File: src/rtl/csa_resolve_adder.sv
// csa_resolve_adder: resolves a CSA sum/carry pair over NCHUNK cycles.
// Define CSA_RESOLVE_STICKY_EN to add the sticky output (STICKY_BITS).
module csa_resolve_adder #(
  parameter int WIDTH = 38,
  parameter int CHUNK = 8
`ifdef CSA_RESOLVE_STICKY_EN
  ,
  parameter int STICKY_BITS = 14
`endif
) (
  input  logic             clk,
  input  logic             rst_n,
  input  logic             in_valid,
  output logic             in_ready,
  input  logic [WIDTH-1:0] sum_in,
  input  logic [WIDTH-1:0] carry_in,
  output logic             out_valid,
  input  logic             out_ready,
  output logic [WIDTH-1:0] result,
  output logic             cout
`ifdef CSA_RESOLVE_STICKY_EN
  ,
  output logic             sticky
`endif
);

  localparam int NCHUNK = (WIDTH + CHUNK - 1) / CHUNK;
  localparam int IW = (NCHUNK > 1) ? $clog2(NCHUNK) : 1;
  localparam int LB = WIDTH - (NCHUNK - 1) * CHUNK;
  localparam logic [IW-1:0] LAST = IW'(NCHUNK - 1);

  typedef enum logic [1:0] {
    IDLE,
    ADD,
    DONE
  } state_t;

  state_t state, state_d;

  logic [WIDTH-1:0] a_q, b_q;
  logic [WIDTH-1:0] res_q, res_d;
  logic [WIDTH-1:0] ins, mask;
  logic [IW-1:0]    idx;
  logic             carry_q, cout_q;
  logic [CHUNK-1:0] a_ch, b_ch;
  logic [CHUNK:0]   sum_ch;
  logic [31:0]      shamt;
  logic             accept, last;

  assign accept = in_valid & in_ready;
  assign last   = (idx == LAST);
  assign shamt  = 32'(idx) * 32'(CHUNK);

  // Chunks are zero-extended past WIDTH by the shift and cast.
  always_comb begin
    a_ch   = CHUNK'(a_q >> shamt);
    b_ch   = CHUNK'(b_q >> shamt);
    sum_ch = {1'b0, a_ch} + {1'b0, b_ch}
           + (CHUNK + 1)'(carry_q);
    ins    = WIDTH'(sum_ch[CHUNK-1:0]) << shamt;
    mask   = ~(WIDTH'({CHUNK{1'b1}}) << shamt);
    res_d  = (res_q & mask) | ins;
  end

  always_ff @(posedge clk or negedge rst_n) begin
    if (!rst_n) state <= IDLE;
    else        state <= state_d;
  end

  always_comb begin
    state_d = state;
    unique case (state)
      IDLE: if (in_valid)  state_d = ADD;
      ADD:  if (last)      state_d = DONE;
      DONE: if (out_ready) state_d = IDLE;
      default:             state_d = IDLE;
    endcase
  end

  always_comb begin
    in_ready  = (state == IDLE);
    out_valid = (state == DONE);
  end

  always_ff @(posedge clk or negedge rst_n) begin
    if (!rst_n) begin
      a_q     <= '0;
      b_q     <= '0;
      res_q   <= '0;
      idx     <= '0;
      carry_q <= 1'b0;
      cout_q  <= 1'b0;
    end else begin
      unique case (1'b1)
        accept: begin
          a_q     <= sum_in;
          b_q     <= carry_in;
          res_q   <= '0;
          idx     <= '0;
          carry_q <= 1'b0;
          cout_q  <= 1'b0;
        end
        (state == ADD): begin
          res_q   <= res_d;
          carry_q <= sum_ch[CHUNK];
          idx     <= last ? '0 : idx + 1'b1;
          // Carry out of bit WIDTH-1, not of the padded chunk.
          if (last) cout_q <= sum_ch[LB];
        end
        default: ;
      endcase
    end
  end

  assign result = res_q;
  assign cout   = cout_q;

`ifdef CSA_RESOLVE_STICKY_EN
  localparam logic [WIDTH-1:0] SMASK =
    (STICKY_BITS >= WIDTH) ? {WIDTH{1'b1}}
                           : ({WIDTH{1'b1}} >> (WIDTH - STICKY_BITS));

  logic sticky_q;

  always_ff @(posedge clk or negedge rst_n) begin
    if (!rst_n)              sticky_q <= 1'b0;
    else if (accept)         sticky_q <= 1'b0;
    else if (state == ADD)   sticky_q <= sticky_q | (|(ins & SMASK));
  end

  assign sticky = sticky_q;
`endif

endmodule

File: config.mk
export PLATFORM = sky130hd
export DESIGN_NAME = csa_resolve_adder
export DESIGN_NICKNAME = d
export VERILOG_FILES = /design/src/rtl/csa_resolve_adder.sv
export SDC_FILE = /design/constraint.sdc
export NUM_CORES = 1
export LEC_CHECK = 0
export BUFFER_PORTS_ARGS = -buffer_cell sky130_fd_sc_hd__buf_2
export CAP_MARGIN = 5
export CORE_MARGIN = 2
export CORE_UTILIZATION = 45
export DETAILED_ROUTE_END_ITERATION = 10
export PLACE_DENSITY = 0.71
export SLEW_MARGIN = 5
export SYNTH_ARGS = -nofsm -noshare
export SYNTH_HDL_FRONTEND = slang
export SYNTH_SLANG_ARGS = --single-unit
File: constraint.sdc
create_clock -name clk -period 6.7 [get_ports clk]
set_input_delay 0.335 -clock clk [delete_from_list [all_inputs] [get_ports clk]]
set_output_delay 0.335 -clock clk [all_outputs]
set_load 0.03 [all_outputs]
# Yosys cells after proc, flatten, opt, wreduce, memory -nomap -nowiden
# Index checks and enable logic that the tools add are counted.
[word_totals]
register_bits = 121
wordCells = 38
out_inout_bits = 41
inputBits = 80
[op_classes]
n_reduce_logical = 4
bitwise = 4
n_eq_ne = 6
muxes = 10
shift = 4
addsub = 3
[op_table]
columns = ["operator", "n"]
rows = [
  ["38-bit one-hot mux with 2 select lines", 1],
  ["38-bit by 6-bit >> shifter with 8-bit output", 2],
  ["38-bit AND", 1],
  ["38-bit inverter", 1],
  ["38-bit OR", 1],
  ["8-bit by 6-bit << shifter with 38-bit output", 1],
  ["8-bit by 6-bit << shifter with 38-bit output (first input constant)", 1],
  ["8-bit by 8-bit adder with 9-bit output", 1],
  ["9-bit by 1-bit adder with 9-bit output", 1],
  ["2-bit two-way mux", 3],
  ["2-bit one-hot mux with 3 select lines", 1],
  ["3-bit one-hot mux with 2 select lines", 1],
  ["2-bit != test (second input constant)", 2],
  ["1-bit one-hot mux with 2 select lines", 2],
  ["3-bit by 1-bit adder with 3-bit output (second input constant)", 1],
  ["3-bit == test (second input constant)", 1],
  ["3-bit two-way mux", 1],
  ["3-bit AND reduction", 1],
  ["2-bit by 1-bit == test with 1-bit output (second input constant)", 1],
  ["2-bit == test (second input constant)", 1],
  ["2-bit zero test", 1],
  ["2-bit by 1-bit != test with 1-bit output (second input constant)", 1],
  ["2-bit AND reduction", 1],
  ["2-bit nonzero test", 1],
  ["other kinds (2)", 2],
]

# Depth between registers and ports, before layout
[depth]
ltp_word = 6
depth_mapped = 13
mapped_depth_nobuf = 12

# Least setup slack after synthesis
# OpenSTA, ideal clock, no wires.
[synth_timing]
path_kind = "flip-flop to flip-flop"
from = "reg idx[0]"
to = "reg res_q[14], in the netlist result[14]"
path_stages_with_launch = 13
arrival_ns = 2.940
synth_period_minus_slack_ns = 3.072
t_required_ns = 6.568
path_buffers = 2
setup_slack_ns = 3.628
setup_ns = 0.132
path_cell_list = "dfrtp_1 > buf_2 > buf_2 > mux2i_1 > a21oi_1 > fa_1 > inv_1 > fa_1 > nor2b_4 > o31a_1 > or4_4 > o311ai_4 > o21ai_2"
[synth_between]
elab_chain_cells = 6
word_cells_on_any_way = 10
classes_between = "2 x add/sub; 4 x shift; 1 x mux; 3 x bitwise"
[synth_lines]
columns = ["item", "line", "text"]
rows = [
  ["start, declared", "43", "logic [IW-1:0] idx;"],
  ["start signal, assigned", "106", "idx <= last ? '0 : idx + 1'b1;"],
  ["38-bit by 6-bit >> shifter with 8-bit output (on tied branches)", "56, 57", ""],
  ["8-bit by 8-bit adder with 9-bit output", "58", "sum_ch = {1'b0, a_ch} + {1'b0, b_ch}"],
  ["9-bit by 1-bit adder with 9-bit output", "59", "+ (CHUNK + 1)'(carry_q);"],
  ["8-bit by 6-bit << shifter with 38-bit output", "60", "ins = WIDTH'(sum_ch[CHUNK-1:0]) << shamt;"],
  ["38-bit OR (*)", "62", "res_d = (res_q & mask) | ins;"],
  ["38-bit one-hot mux with 2 select lines (*)", "94", "unique case (1'b1)"],
  ["end signal, assigned", "104", "res_q <= res_d;"],
  ["end, declared", "41", "logic [WIDTH-1:0] res_q, res_d;"],
]
# Mark *: on every way between the ends. The rest lies on a longest branch, timed or not.
# A chain may end at the register's enable or synchronous reset.

# Worst setup path in the final report
[layout_timing]
from = "reg idx[1]"
to = "reg res_q[22], in the netlist result[22]"
# The elaborated chain is that of the path after synthesis.

==> impl_metrics.toml <==
[status]
status = "finished, final reports clean"

[cells_and_area]
final_nets = 655
antenna_cells = 0
design_area_sq_um = 6925
area_growth_pct = 23.30
drive_gt1_share_pct = 43.21
fillers = 1043

[cts]
cts.sinks = 121
cts.clk_slew.worst_paths_ns = 0.05
cts_buffers = 17
clk_latency_ns = 0.42
cts_resized = 0
clk_path_buf_depth = 2
cts_tree = "done"
htree_levels = 4
root_buffer = "clkbuf_16"

[global_routing]
grt_pass1_wl_mm = 20.98
antenna_found_initial = 0
grt_max_degree = 80
track_usage_pct = 21.06
gr-total-overflow = 0
grt_pass1_vias = 4031

[synthesis]
synth.most_common_cell = "dfrtp_1"
netlist_top_cells_count = "121 x dfrtp_1, 75 x mux2_2, 37 x nand2_1"
avgSynthCellArea_sq_um = 12.74
yosysSeqAreaShare_pct = 53.91
synth-async-reset-ratio_pct = 100.0
syn-cell-area_sq_um = 5617
synth-seq-cells = 121
synth-main-ff-cell = "dfrtp_1"
synth_edf_count = 0
synth_area_leader_cell = "dfrtp_1"
synth_nets = 535
yosys_warnings = 0
synth_top_area_share_pct = 53.91
ys_types = 48
yosys-top-cells-area = "dfrtp_1 54%, mux2_2 15%, a22o_1 3.3%"
syn_inst = 441

[setup_path]
cp.required_ns = 6.99
startpoint_type = "register"
path_cells = "inv_1 > a22oi_1 > o22a_1 > a21oi_1 > fa_1 > inv_1 > fa_1 > nor2b_4 > o31a_1 > or4_4 > o311ai_4 > o21ai_2"
crit_fanout = 23
slowest_delay_ns = 0.91
endpoint_kind = "register"
rrSetupSlack_ns = 2.91
r2r-start = "idx[1]"
cp_data_arrival_time_ns = 4.08
path_class = "reg -> reg"
slowest_stage = "dfrtp_1"
critical_path.startpoint = "idx[1]"

[timing]
finalSetupTns_ns = 0
max_freq_mhz = 263.6
drv_slew = 0
finClkSkew_ns = 0.007400
worst_slew_pin_slew_ns = 0.9948
period_share_pct = 56.63
hold_viol = 0
fin_ws_ns = 2.906
whs_ns = 0.1127
setup_viol = 0
period_minus_slack_ns = 3.794
grt_setup_unrepaired = "false"
slew-limit-headroom_pct = 33.68

[flow_run]
drv_cap = 0

[routing]
detail_route.wl_per_cell_um = 17.42
detail-route-antenna-nets = 0
detail_route.vias_per_cell = 5.311
num_vias = 3941
drc_errors = 0
dr.pass1.iters = 4
drt_iter0_markers = 230
drt_wl_total_mm = 12.93

[pwr]
seq_power_share_pct = 30.2
power_density_nw_per_um2 = 642.9
total_power_mw = 4.452
leakagePower_nw = 3.281
ir_drop_v = 0.0003051
p_comb_share_pct = 49.9
p_sw_share_pct = 41.38
power.switching_mw = 1.842
p_int_mw = 2.610
clockPowerShare_pct = 20.0

[placement]
routabilityCongestion = 0.8597
hpwl_mm = 9.279
port-buffer-count = 120
place_worst_setup_slack_ns = 2.908
place_area_sq_um = 6332

[die]
num_rows = 40
coreArea_sq_um = 12110
start_util_pct = 46.37
dieArea_sq_um = 13390
io_pins = 121
die_w_um = 115.7
die_h_um = 115.7

[hold_path]
holdCritStartpoint = "out_ready"
hp-class = "in -> reg"
-- cell type report --
class	instances	area (sq um)	area share (%)
Clock buffer	23	488.0	7.046
Clock inverter	9	95.09	1.373
Inverter	8	30.03	0.4336
Multi-Input combinational cell	290	2445	35.30
Sequential cell	121	3029	43.74
Tap cell	168	210.2	3.035
Timing Repair Buffer	123	628.1	9.070
-- critical path: cells and delay by family (launching register included) --
kind	cells	cell delay, ns
compound gates	6	1.02
fa+ha+maj	2	0.71
buf+inv	2	0.52
flops	1	0.91
simple gates	2	0.50
-- kinds of logic (layout without fill, tap and decap cells) --
logic type      count (synthesis)  in the layout  synth area share, %
flops                         121            121                53.91
mux                            98             98                20.27
compound gates                 95             95                12.07
simple gates                   80             80                7.240
buf+inv                        30            163                2.651
fa+ha+maj                      14             14                3.386
xor+xnor                        3              3               0.4679
-- power groups by stage --
| stage | registers [mW] | logic (mW) | clock network [mW] |
|---|---|---|---|
| 6_report | 1.34 | 2.22 | 0.888 |
| 2_1_floorplan | 1.36 | 1.62 | 0 |
| 3_5_place_dp | 1.35 | 2.22 | 0 |
| 3_3_place_gp | 1.34 | 2.15 | 0 |
| 4_1_cts | 1.35 | 2.23 | 0.907 |
| 5_1_grt | 1.39 | 2.44 | 0.942 |
-- per-stage QoR --
step                utilization [%]  instances
floorplan                         -        441
global placement              52.28        709
detailed placement            52.28        709
CTS                           57.18        742
global route                  57.18        742
finish                        57.18        742
-- cell usage in the layout (no fill, tap or decap), types with 3 or more instances in the layout --
master and count:
nor2b_1 3, a22oi_1 5, mux4_2 5, nand3_1 6, o21ai_2 5, ha_1 12, nand2_1 37, clkbuf_16 17
mux2_2 75, dfrtp_1 120, clkinv_2 7, o21ai_0 20, and3_1 3, inv_1 8, o22ai_1 6, a21oi_1 20
and2_1 6, o22a_1 4, nor2_1 12, clkbuf_8 4, buf_2 119, a21o_1 5, buf_4 3, mux2i_1 17
a22o_1 21
-- flip-flops by register name (all words and copies together) (netlist names) --
name     flops
a_q         38
b_q         38
result      38
idx          3
state        2
carry_q      1
cout         1
-- worst paths after layout --
| path | end | cells past startpoint |
|---|---|---|
| worst max-delay path | result[22] | 12 |
| worst min-delay path | state[1] | 2 |
| worst max register to register | result[22] | 12 |
| worst min register to register | result[9] | 2 |
| max in group asynchronous | a_q[20] | 3 |
| min in group asynchronous | result[24] | 2 |
-- metal layers --
| metal | GRT usage, % | vias to the layer above | routed length [um] |
|---|---|---|---|
| li1 | - | 1848 | - |
| met1 | 27.83 | 1930 | 5692 |
| met2 | 32.75 | 145 | 6254 |
| met3 | 6.642 | 18 | 755 |
| met4 | 8.095 | 0 | 222 |
| met5 | 0 | - | 0 |
-- what timing repair did --
item / in CTS / in global routing
hold buffers: 1 / 0
endpoints found under the setup margin: 0 / 0
endpoints found under the hold margin: 47 / 0
buffers inserted: 0 / 0
Note: power is estimated with default switching activity, not from simulation.
